**src/rtl/sym_gen.sv**
```systemverilog
// Paced pseudo-random 7-segment symbol generator: one LFSR-chosen symbol every symGenMax cycles.
// Optional build macro SYMGEN_SPECIAL_DP_EN lights the decimal point on letter symbols (A-F).
module sym_gen #(
    parameter logic [15:0] LFSR_SEED = 16'hACE1
) (
    input  logic        Clk100M,
    input  logic        Rst,
    input  logic [31:0] symGenMax,
    input  logic        genSym,
    output logic        generated,
    output logic        special,
    output logic [7:0]  generatedSym
);

    // An all-zero LFSR would lock up, so a zero seed is replaced.
    localparam logic [15:0] SEED_EFF = (LFSR_SEED == 16'h0000) ? 16'h0001 : LFSR_SEED;

    function automatic logic [7:0] seg_lookup(input logic [3:0] idx);
        logic [7:0] pat;
        case (idx)
            4'd0:    pat = 8'h03;
            4'd1:    pat = 8'h9F;
            4'd2:    pat = 8'h25;
            4'd3:    pat = 8'h0D;
            4'd4:    pat = 8'h99;
            4'd5:    pat = 8'h49;
            4'd6:    pat = 8'h41;
            4'd7:    pat = 8'h1F;
            4'd8:    pat = 8'h01;
            4'd9:    pat = 8'h09;
            4'd10:   pat = 8'h11;
            4'd11:   pat = 8'hC1;
            4'd12:   pat = 8'h63;
            4'd13:   pat = 8'h85;
            4'd14:   pat = 8'h61;
            4'd15:   pat = 8'h71;
            default: pat = 8'hFF;
        endcase
        return pat;
    endfunction

    function automatic logic [15:0] lfsr_step(input logic [15:0] s);
        return {s[14:0], s[15] ^ s[13] ^ s[12] ^ s[10]};
    endfunction

    logic [31:0] counter_r;
    logic [31:0] counter_s;
    logic [15:0] lfsr_r;
    logic [15:0] lfsr_s;
    logic        generated_r;
    logic        generated_s;
    logic        special_r;
    logic        special_s;
    logic [7:0]  sym_r;
    logic [7:0]  sym_s;
    logic [31:0] threshold_s;
    logic        event_s;
    logic [3:0]  idx_s;
    logic [7:0]  pattern_s;

    // Period threshold and event detection; periods of 0 and 1 both mean "every cycle".
    always_comb begin
        threshold_s = 32'd0;
        if (symGenMax <= 32'd1) begin
            threshold_s = 32'd0;
        end else begin
            threshold_s = symGenMax - 32'd1;
        end
        event_s = genSym && (counter_r >= threshold_s);
    end

    // Symbol pattern for the current LFSR nibble, with optional decimal point on letters.
    always_comb begin
        idx_s     = lfsr_r[3:0];
        pattern_s = seg_lookup(idx_s);
`ifdef SYMGEN_SPECIAL_DP_EN
        if (idx_s >= 4'd10) begin
            pattern_s[0] = 1'b0;
        end else begin
            pattern_s[0] = 1'b1;
        end
`endif
    end

    // Next-state logic: counter pacing, and symbol/LFSR update on events only.
    always_comb begin
        counter_s   = counter_r;
        lfsr_s      = lfsr_r;
        generated_s = 1'b0;
        special_s   = special_r;
        sym_s       = sym_r;
        if (!genSym) begin
            counter_s = 32'd0;
        end else if (event_s) begin
            counter_s   = 32'd0;
            generated_s = 1'b1;
            sym_s       = pattern_s;
            special_s   = (idx_s >= 4'd10);
            lfsr_s      = lfsr_step(lfsr_r);
        end else begin
            counter_s = counter_r + 32'd1;
        end
    end

    // State and output registers.
    always_ff @(posedge Clk100M or posedge Rst) begin
        if (Rst) begin
            counter_r   <= 32'd0;
            lfsr_r      <= SEED_EFF;
            generated_r <= 1'b0;
            special_r   <= 1'b0;
            sym_r       <= 8'h01;
        end else begin
            counter_r   <= counter_s;
            lfsr_r      <= lfsr_s;
            generated_r <= generated_s;
            special_r   <= special_s;
            sym_r       <= sym_s;
        end
    end

    assign generated    = generated_r;
    assign special      = special_r;
    assign generatedSym = sym_r;

endmodule

```
**config.mk**
```make
export PLATFORM = sky130hd
export DESIGN_NAME = sym_gen
export DESIGN_NICKNAME = d
export VERILOG_FILES = /design/src/rtl/sym_gen.sv
export SDC_FILE = /design/constraint.sdc
export NUM_CORES = 1
export LEC_CHECK = 0
export CORE_UTILIZATION = 35
export CTS_CLUSTER_SIZE = 10
export DETAILED_ROUTE_END_ITERATION = 12
export SYNTH_ARGS = -nofsm -noshare
export SYNTH_HDL_FRONTEND = slang
export SYNTH_SLANG_ARGS = --single-unit
```
**constraint.sdc**
```tcl
create_clock -name Clk100M -period 6.1 [get_ports Clk100M]
set_clock_uncertainty 0.05 [all_clocks]
set_input_delay 1.22 -clock Clk100M [delete_from_list [all_inputs] [get_ports Clk100M]]
set_output_delay 1.22 -clock Clk100M [all_outputs]
set_load 0.01 [all_outputs]
```
==> impl_metrics.json, run 1 <==
{
  "status": "finished, final reports clean",
  "power_density_nw_per_um2": 210,
  "synthArstFlopShare_pct": 100,
  "cts.path.max_buffers": 2,
  "cp.arrival_ns": 5.90,
  "worst_slew_pin_slew_ns": 0.730,
  "multi_input_area_um2": 2600,
  "synth_fp_nets": 522,
  "hp-class": "reg -> reg",
  "worst_r2r_path_depth": 8,
  "power.switching_mw": 0.261,
  "grt_pass1_vias": 3374,
  "cts_resized": 0,
  "synth_flop_cell": "dfrtp_1",
  "drive_gt1_share_pct": 13.4,
  "critPathCaptureType": "flip-flop",
  "cts_hold_buf": 0,
  "gp_congestion": 0.867,
  "path_clk_slew_ns": 0.06,
  "core_area_um2": 11500,
  "busiest_layer": "met2",
  "seq_area_frac_synth_pct": 34.7,
  "criticalPathCategory": "in -> reg",
  "synth-seq-cells": 57,
  "io_buffers": 43,
  "maxSlewHeadroom_pct": 51.3,
  "grt_pass1_wl_um": 15500,
  "fillerInstances": 1123,
  "drv_cap": 0,
  "grt_setup_unrepaired": "false",
  "final_util_pct": 44.5,
  "numCtsBuffers": 9,
  "final-setup-viol-count": 0,
  "dp_cells": 627,
  "clkPwrFrac_pct": 51.4,
  "worstSkewPairLatency_ns": 0.33,
  "dr.pass1.iters": 4,
  "fmax_mhz": 175,
  "drc": 0,
  "yosysUniqueCellTypes": 49,
  "die_area_um2": 12300,
  "pwr-share-comb_pct": 11.4,
  "syn_area_um2": 4150,
  "fp.dieW_um": 111,
  "antenna_found_initial": 0,
  "rows": 39,
  "finalWorstSetupSlack_ns": 0.395,
  "num_antenna_cells": 0,
  "dp_hpwl_um": 6920,
  "post-route-min-period_ns": 5.71,
  "nets": 571,
  "grt_util_all_layers_pct": 15.6,
  "final_hold_viol_count": 0,
  "crit_required_ns": 6.30,
  "grt_max_degree": 58,
  "critPathMaxFanout": 21,
  "synth_warnings": 0,
  "leakagePower_nw": 2.34,
  "syn_inst": 446,
  "fp.dieH_um": 111,
  "cts.sinks": 57,
  "p_int_mw": 0.811,
  "power.total_mw": 1.07,
  "via_count": 3302,
  "instances_no_fill": 643,
  "pre_cts_slack_ns": 0.122,
  "use_met1_pct": 20.0,
  "clockRootBuffer": "clkbuf_16",
  "routedWlPerCell_um": 14.0,
  "ant_nets": 0,
  "use_met2_pct": 25.9,
  "peakVddDrop_v": 0.000165,
  "top_level_ports": 45,
  "tns_ns": 0,
  "drt_iter0_drc": 172,
  "routed_wl_um": 9010,
  "cts_tree": "yes",
  "swShare_pct": 24.3,
  "start_util_pct": 36.1,
  "grt-ovfl-total": 0,
  "post-cts-setup-buffer-count": 0,
  "cts_max_level": 3,
  "syn_to_final_growth_pct": 23.1,
  "synth_edf_count": 0,
  "viasPerCell": 5.14,
  "seq_area_um2": 1440,
  "report.final.slew_viol_count": 0,
  "finalCritPeriodShare_pct": 93.5,
  "use_met3_pct": 2.57,
  "hold_depth": 1,
  "synth.avg_cell_area_um2": 9.29,
  "seq_power_share_pct": 37.1,
  "worstSetupStartpointType": "input port"
}
[power by group through the flow]
stage / Combinational, mW / Clock [mW] / Sequential (mW)
2_1_floorplan: 0.0709 / 0 / 0.401
3_3_place_gp: 0.121 / 0 / 0.404
3_5_place_dp: 0.124 / 0 / 0.404
4_1_cts: 0.125 / 0.563 / 0.398
5_1_grt: 0.139 / 0.581 / 0.399
6_report: 0.123 / 0.551 / 0.398
[final timing paths]
check                              startpoint         endpoint  slack [ns]
worst max-delay path            symGenMax[15]    counter_r[12]        0.39
worst min register to register      lfsr_r[9]       lfsr_r[10]        0.45
worst min-delay path                lfsr_r[9]       lfsr_r[10]        0.45
min in group asynchronous                 Rst  generatedSym[1]        1.37
worst max register to register  counter_r[17]    counter_r[12]        3.43
max in group asynchronous                 Rst    counter_r[30]        4.15
[worst max-delay path, cell delays in order]
cell and delay [ns]:
clkdlybuf4s50_1 0.47, or4_1 0.61, nor4_1 0.49, nand4_1 0.22, or4_1 0.53, buf_4 0.24
nand2_1 0.08, ha_1 0.23, a21oi_1 0.14, o21ai_0 0.15, a22o_1 0.22, or4_1 0.44
or3b_2 0.49, buf_4 0.23, nor2_1 0.13
[registers in the layout, indices dropped and copies added (netlist names)]
register,count
counter_r,32
generated,1
special,1
lfsr_r,16
generatedSym,7
[metrics by stage]
stage / hold slack [ns] / area [um^2]
global route: 0.469 / 5100
detailed placement: 0.442 / 4770
CTS: 0.458 / 5100
floorplan: 0.424 / 4150
global placement: 0.435 / 4770
finish: 0.453 / 5100
[area by class of cell]
type | instances | share of cell area [%]
Clock buffer | 9 | 4.42
Clock inverter | 7 | 2.01
Inverter | 11 | 0.809
Multi-Input combinational cell | 363 | 50.9
Sequential cell | 57 | 28.2
Tap cell | 143 | 3.51
Timing Repair Buffer | 53 | 10.2
[routing by layer]
metal / routed length (um) / share of wire, %
met3: 347 / 3.9
met4: 189 / 2.1
met2: 4260 / 47
met1: 4210 / 47
met5: 0 / 0
[kinds of logic after synthesis]
kind of cell / Yosys count / synth area share (%)
multiplexers: 30 / 8.21
flip-flops: 57 / 34.7
AO/OA/AOI/OAI: 40 / 6.07
AND/OR/NAND/NOR: 193 / 23.6
other: 1 / 0.0905
buffers and inverters: 26 / 2.75
XOR/XNOR: 58 / 12.3
adder cells (fa/ha/maj): 41 / 12.4
[cell usage after synthesis, drive strengths merged (3+ instances only)]
| master | n | area (um^2) |
|---|---|---|
| nand3 | 14 | 70.1 |
| nand2b | 3 | 18.8 |
| clkbuf | 9 | 33.8 |
| or3 | 6 | 38.8 |
| nor2 | 55 | 214 |
| xor2 | 40 | 350 |
| nor2b | 5 | 31.3 |
| nand2 | 50 | 188 |
| nand4 | 14 | 87.6 |
| ha | 41 | 513 |
| dfstp | 8 | 210 |
| o21ai | 9 | 45.0 |
| inv | 11 | 41.3 |
| dfrtp | 49 | 1230 |
| xnor2 | 18 | 158 |
| and2 | 3 | 18.8 |
| or4 | 8 | 67.6 |
| nor4 | 7 | 73.8 |
| and3 | 4 | 25.0 |
| nor3 | 17 | 85.1 |
| mux2 | 22 | 248 |
| buf | 6 | 38.8 |
| mux2i | 7 | 70.1 |
| a21oi | 15 | 75.1 |
[placed cells by master (no fill, tap or decap), types with 3 or more instances in the layout]
cell	instances
nor2_1	54
nand2_1	50
dfrtp_1	49
clkdlybuf4s50_1	43
ha_1	41
xor2_1	40
mux2_2	22
xnor2_1	18
nor3_1	17
a21oi_1	15
nand3_1	14
nand4_1	14
inv_1	10
clkbuf_16	9
buf_4	9
o21ai_0	8
dfstp_2	8
mux2i_1	7
or4_1	6
nor2b_1	5
or3_1	5
nor4_1	5
and3_1	4
nand2b_1	3
and2_1	3
Note: power is estimated with default switching activity, not from simulation.
==> run 2, diff against run 1 <==
- REMOVE_ABC_BUFFERS: unset -> 1
==> run 2 against run 1 <==
Compared with the run above:
- count of clock-buffer cells in the layout stayed put
- utilization is 0.19 points lower
- via count is 0.12% higher
- largest power group unchanged
- highest routed layer unchanged
==> impl_metrics.json, run 2 (synthesized netlist as in run 1, its figures left out) <==
{
  "status": "finished, final reports clean",
  "largest-register": "counter_r",
  "use_met3_pct": 3.61,
  "drt_iter0_drc": 146,
  "drc": 0,
  "final_hold_viol_count": 0,
  "maxSlewHeadroom_pct": 19.8,
  "final_common_cell": "nor2_1",
  "clockRootBuffer": "clkbuf_16",
  "antenna_found_initial": 0,
  "grt_pass1_vias": 3299,
  "fp.dieW_um": 111,
  "cts_resized": 0,
  "nets": 569,
  "dp_hpwl_um": 7030,
  "crit_required_ns": 6.31,
  "io_buffers": 43,
  "grt-ovfl-total": 0,
  "start_util_pct": 36.1,
  "routedWlPerCell_um": 14.2,
  "viasPerCell": 5.16,
  "critPathMaxFanout": 32,
  "cp.arrival_ns": 5.71,
  "cts_max_level": 3,
  "routed_wl_um": 9090,
  "worst_slew_pin_slew_ns": 1.19,
  "grt_max_degree": 58,
  "drive_gt1_share_pct": 13.1,
  "use_met2_pct": 26.6,
  "final_cell_mix": "nor2_1 (54), nand2_1 (50), dfrtp_1 (49)",
  "syn_to_final_growth_pct": 22.5,
  "critPathCaptureType": "flip-flop",
  "fmax_mhz": 182,
  "hp-class": "reg -> reg",
  "gp_congestion": 0.898,
  "die_area_um2": 12300,
  "cts.path.max_buffers": 2,
  "cts.sinks": 57,
  "top_level_ports": 45,
  "busiest_layer": "met2",
  "grt_util_all_layers_pct": 16.2,
  "cts_tree": "yes",
  "use_met1_pct": 20.4,
  "drv_cap": 0,
  "criticalPathCategory": "in -> reg",
  "power.total_mw": 1.01,
  "final-setup-viol-count": 0,
  "grt_pass1_wl_um": 15900,
  "numCtsBuffers": 9,
  "fp.dieH_um": 111,
  "report.final.slew_viol_count": 0,
  "power_density_nw_per_um2": 199,
  "path_clk_slew_ns": 0.05,
  "largest_reg_flops": 32,
  "worstSetupStartpointType": "input port",
  "dr.pass1.iters": 4,
  "post-cts-setup-buffer-count": 0,
  "rows": 39,
  "leakagePower_nw": 2.32,
  "core_area_um2": 11500,
  "peakVddDrop_v": 0.000134,
  "post-route-min-period_ns": 5.51,
  "ant_nets": 0,
  "worstSkewPairLatency_ns": 0.33,
  "finalCritPeriodShare_pct": 90.3,
  "num_antenna_cells": 0,
  "tns_ns": 0,
  "via_count": 3306,
  "cts_hold_buf": 0,
  "grt_setup_unrepaired": "false"
}
[run 2: cell types whose count changed in the layout (fill, tap and decap cells not counted), moves of 2 or more]
cell / before / now
clkinv_2: 0 / 2
buf_12: 1 / 3
clkinvlp_4: 1 / 3
buf_4: 9 / 5
inv_6: 2 / 0
[run 2: per-stage QoR]
step	worst slack [ns]	hold slack (ns)	std cells	area [um^2]	utilization, %
finish	0.595	0.451	641	5080	44.3
global route	0.261	0.475	641	5080	44.3
CTS	0.594	0.456	641	5080	44.3
detailed placement	0.261	0.444	625	4780	41.7
global placement	0.332	0.433	625	4780	41.7
floorplan	-0.110	0.424	431	4070	-
[run 2: layer usage]
| metal | vias to the layer above | share of wire [%] |
|---|---|---|
| li1 | 1664 | - |
| met1 | 1567 | 47 |
| met2 | 62 | 47 |
| met3 | 13 | 3.9 |
| met4 | 0 | 1.8 |
| met5 | - | 0 |
[run 2: final cells by class]
| type | instances | area [um^2] |
|---|---|---|
| Tap cell | 143 | 179 |
| Multi-Input combinational cell | 363 | 2600 |
| Sequential cell | 57 | 1440 |
| Clock buffer | 9 | 225 |
| Timing Repair Buffer | 51 | 528 |
| Fill cell | 1121 | 6390 |
| Inverter | 11 | 41.3 |
| Clock inverter | 7 | 71.3 |
[run 2: where the power goes]
| part | leakage, nW | switching [mW] | internal, mW |
|---|---|---|---|
| Combinational | 1.43 | 0.0603 | 0.0625 |
| Clock | 0.137 | 0.177 | 0.314 |
| Sequential | 0.756 | 0.0106 | 0.387 |
[run 2: worst max-delay path, cell delays in order]
cell and delay, ns:
clkdlybuf4s50_1 0.47, or4_4 0.56, or4_1 0.45, or4_4 0.55, nor2_4 0.14, nand4b_1 0.14
mux2i_1 0.22, ha_1 0.29, a21oi_1 0.15, nand2_1 0.07, a22o_1 0.21, or4_1 0.44
or3b_2 0.50, buf_12 0.19, nor2_1 0.12
[run 2: path summary, 6_finish.rpt]
path / to / cells after the start / slack, ns / start
min in group asynchronous: lfsr_r[4] / 3 / 1.36 / Rst
worst min-delay path: generatedSym[6] / 1 / 0.45 / generatedSym[6]
worst max-delay path: counter_r[4] / 15 / 0.59 / symGenMax[3]
worst max register to register: counter_r[31] / 6 / 3.45 / counter_r[7]
max in group asynchronous: counter_r[0] / 3 / 4.17 / Rst
worst min register to register: generatedSym[6] / 1 / 0.45 / generatedSym[6]
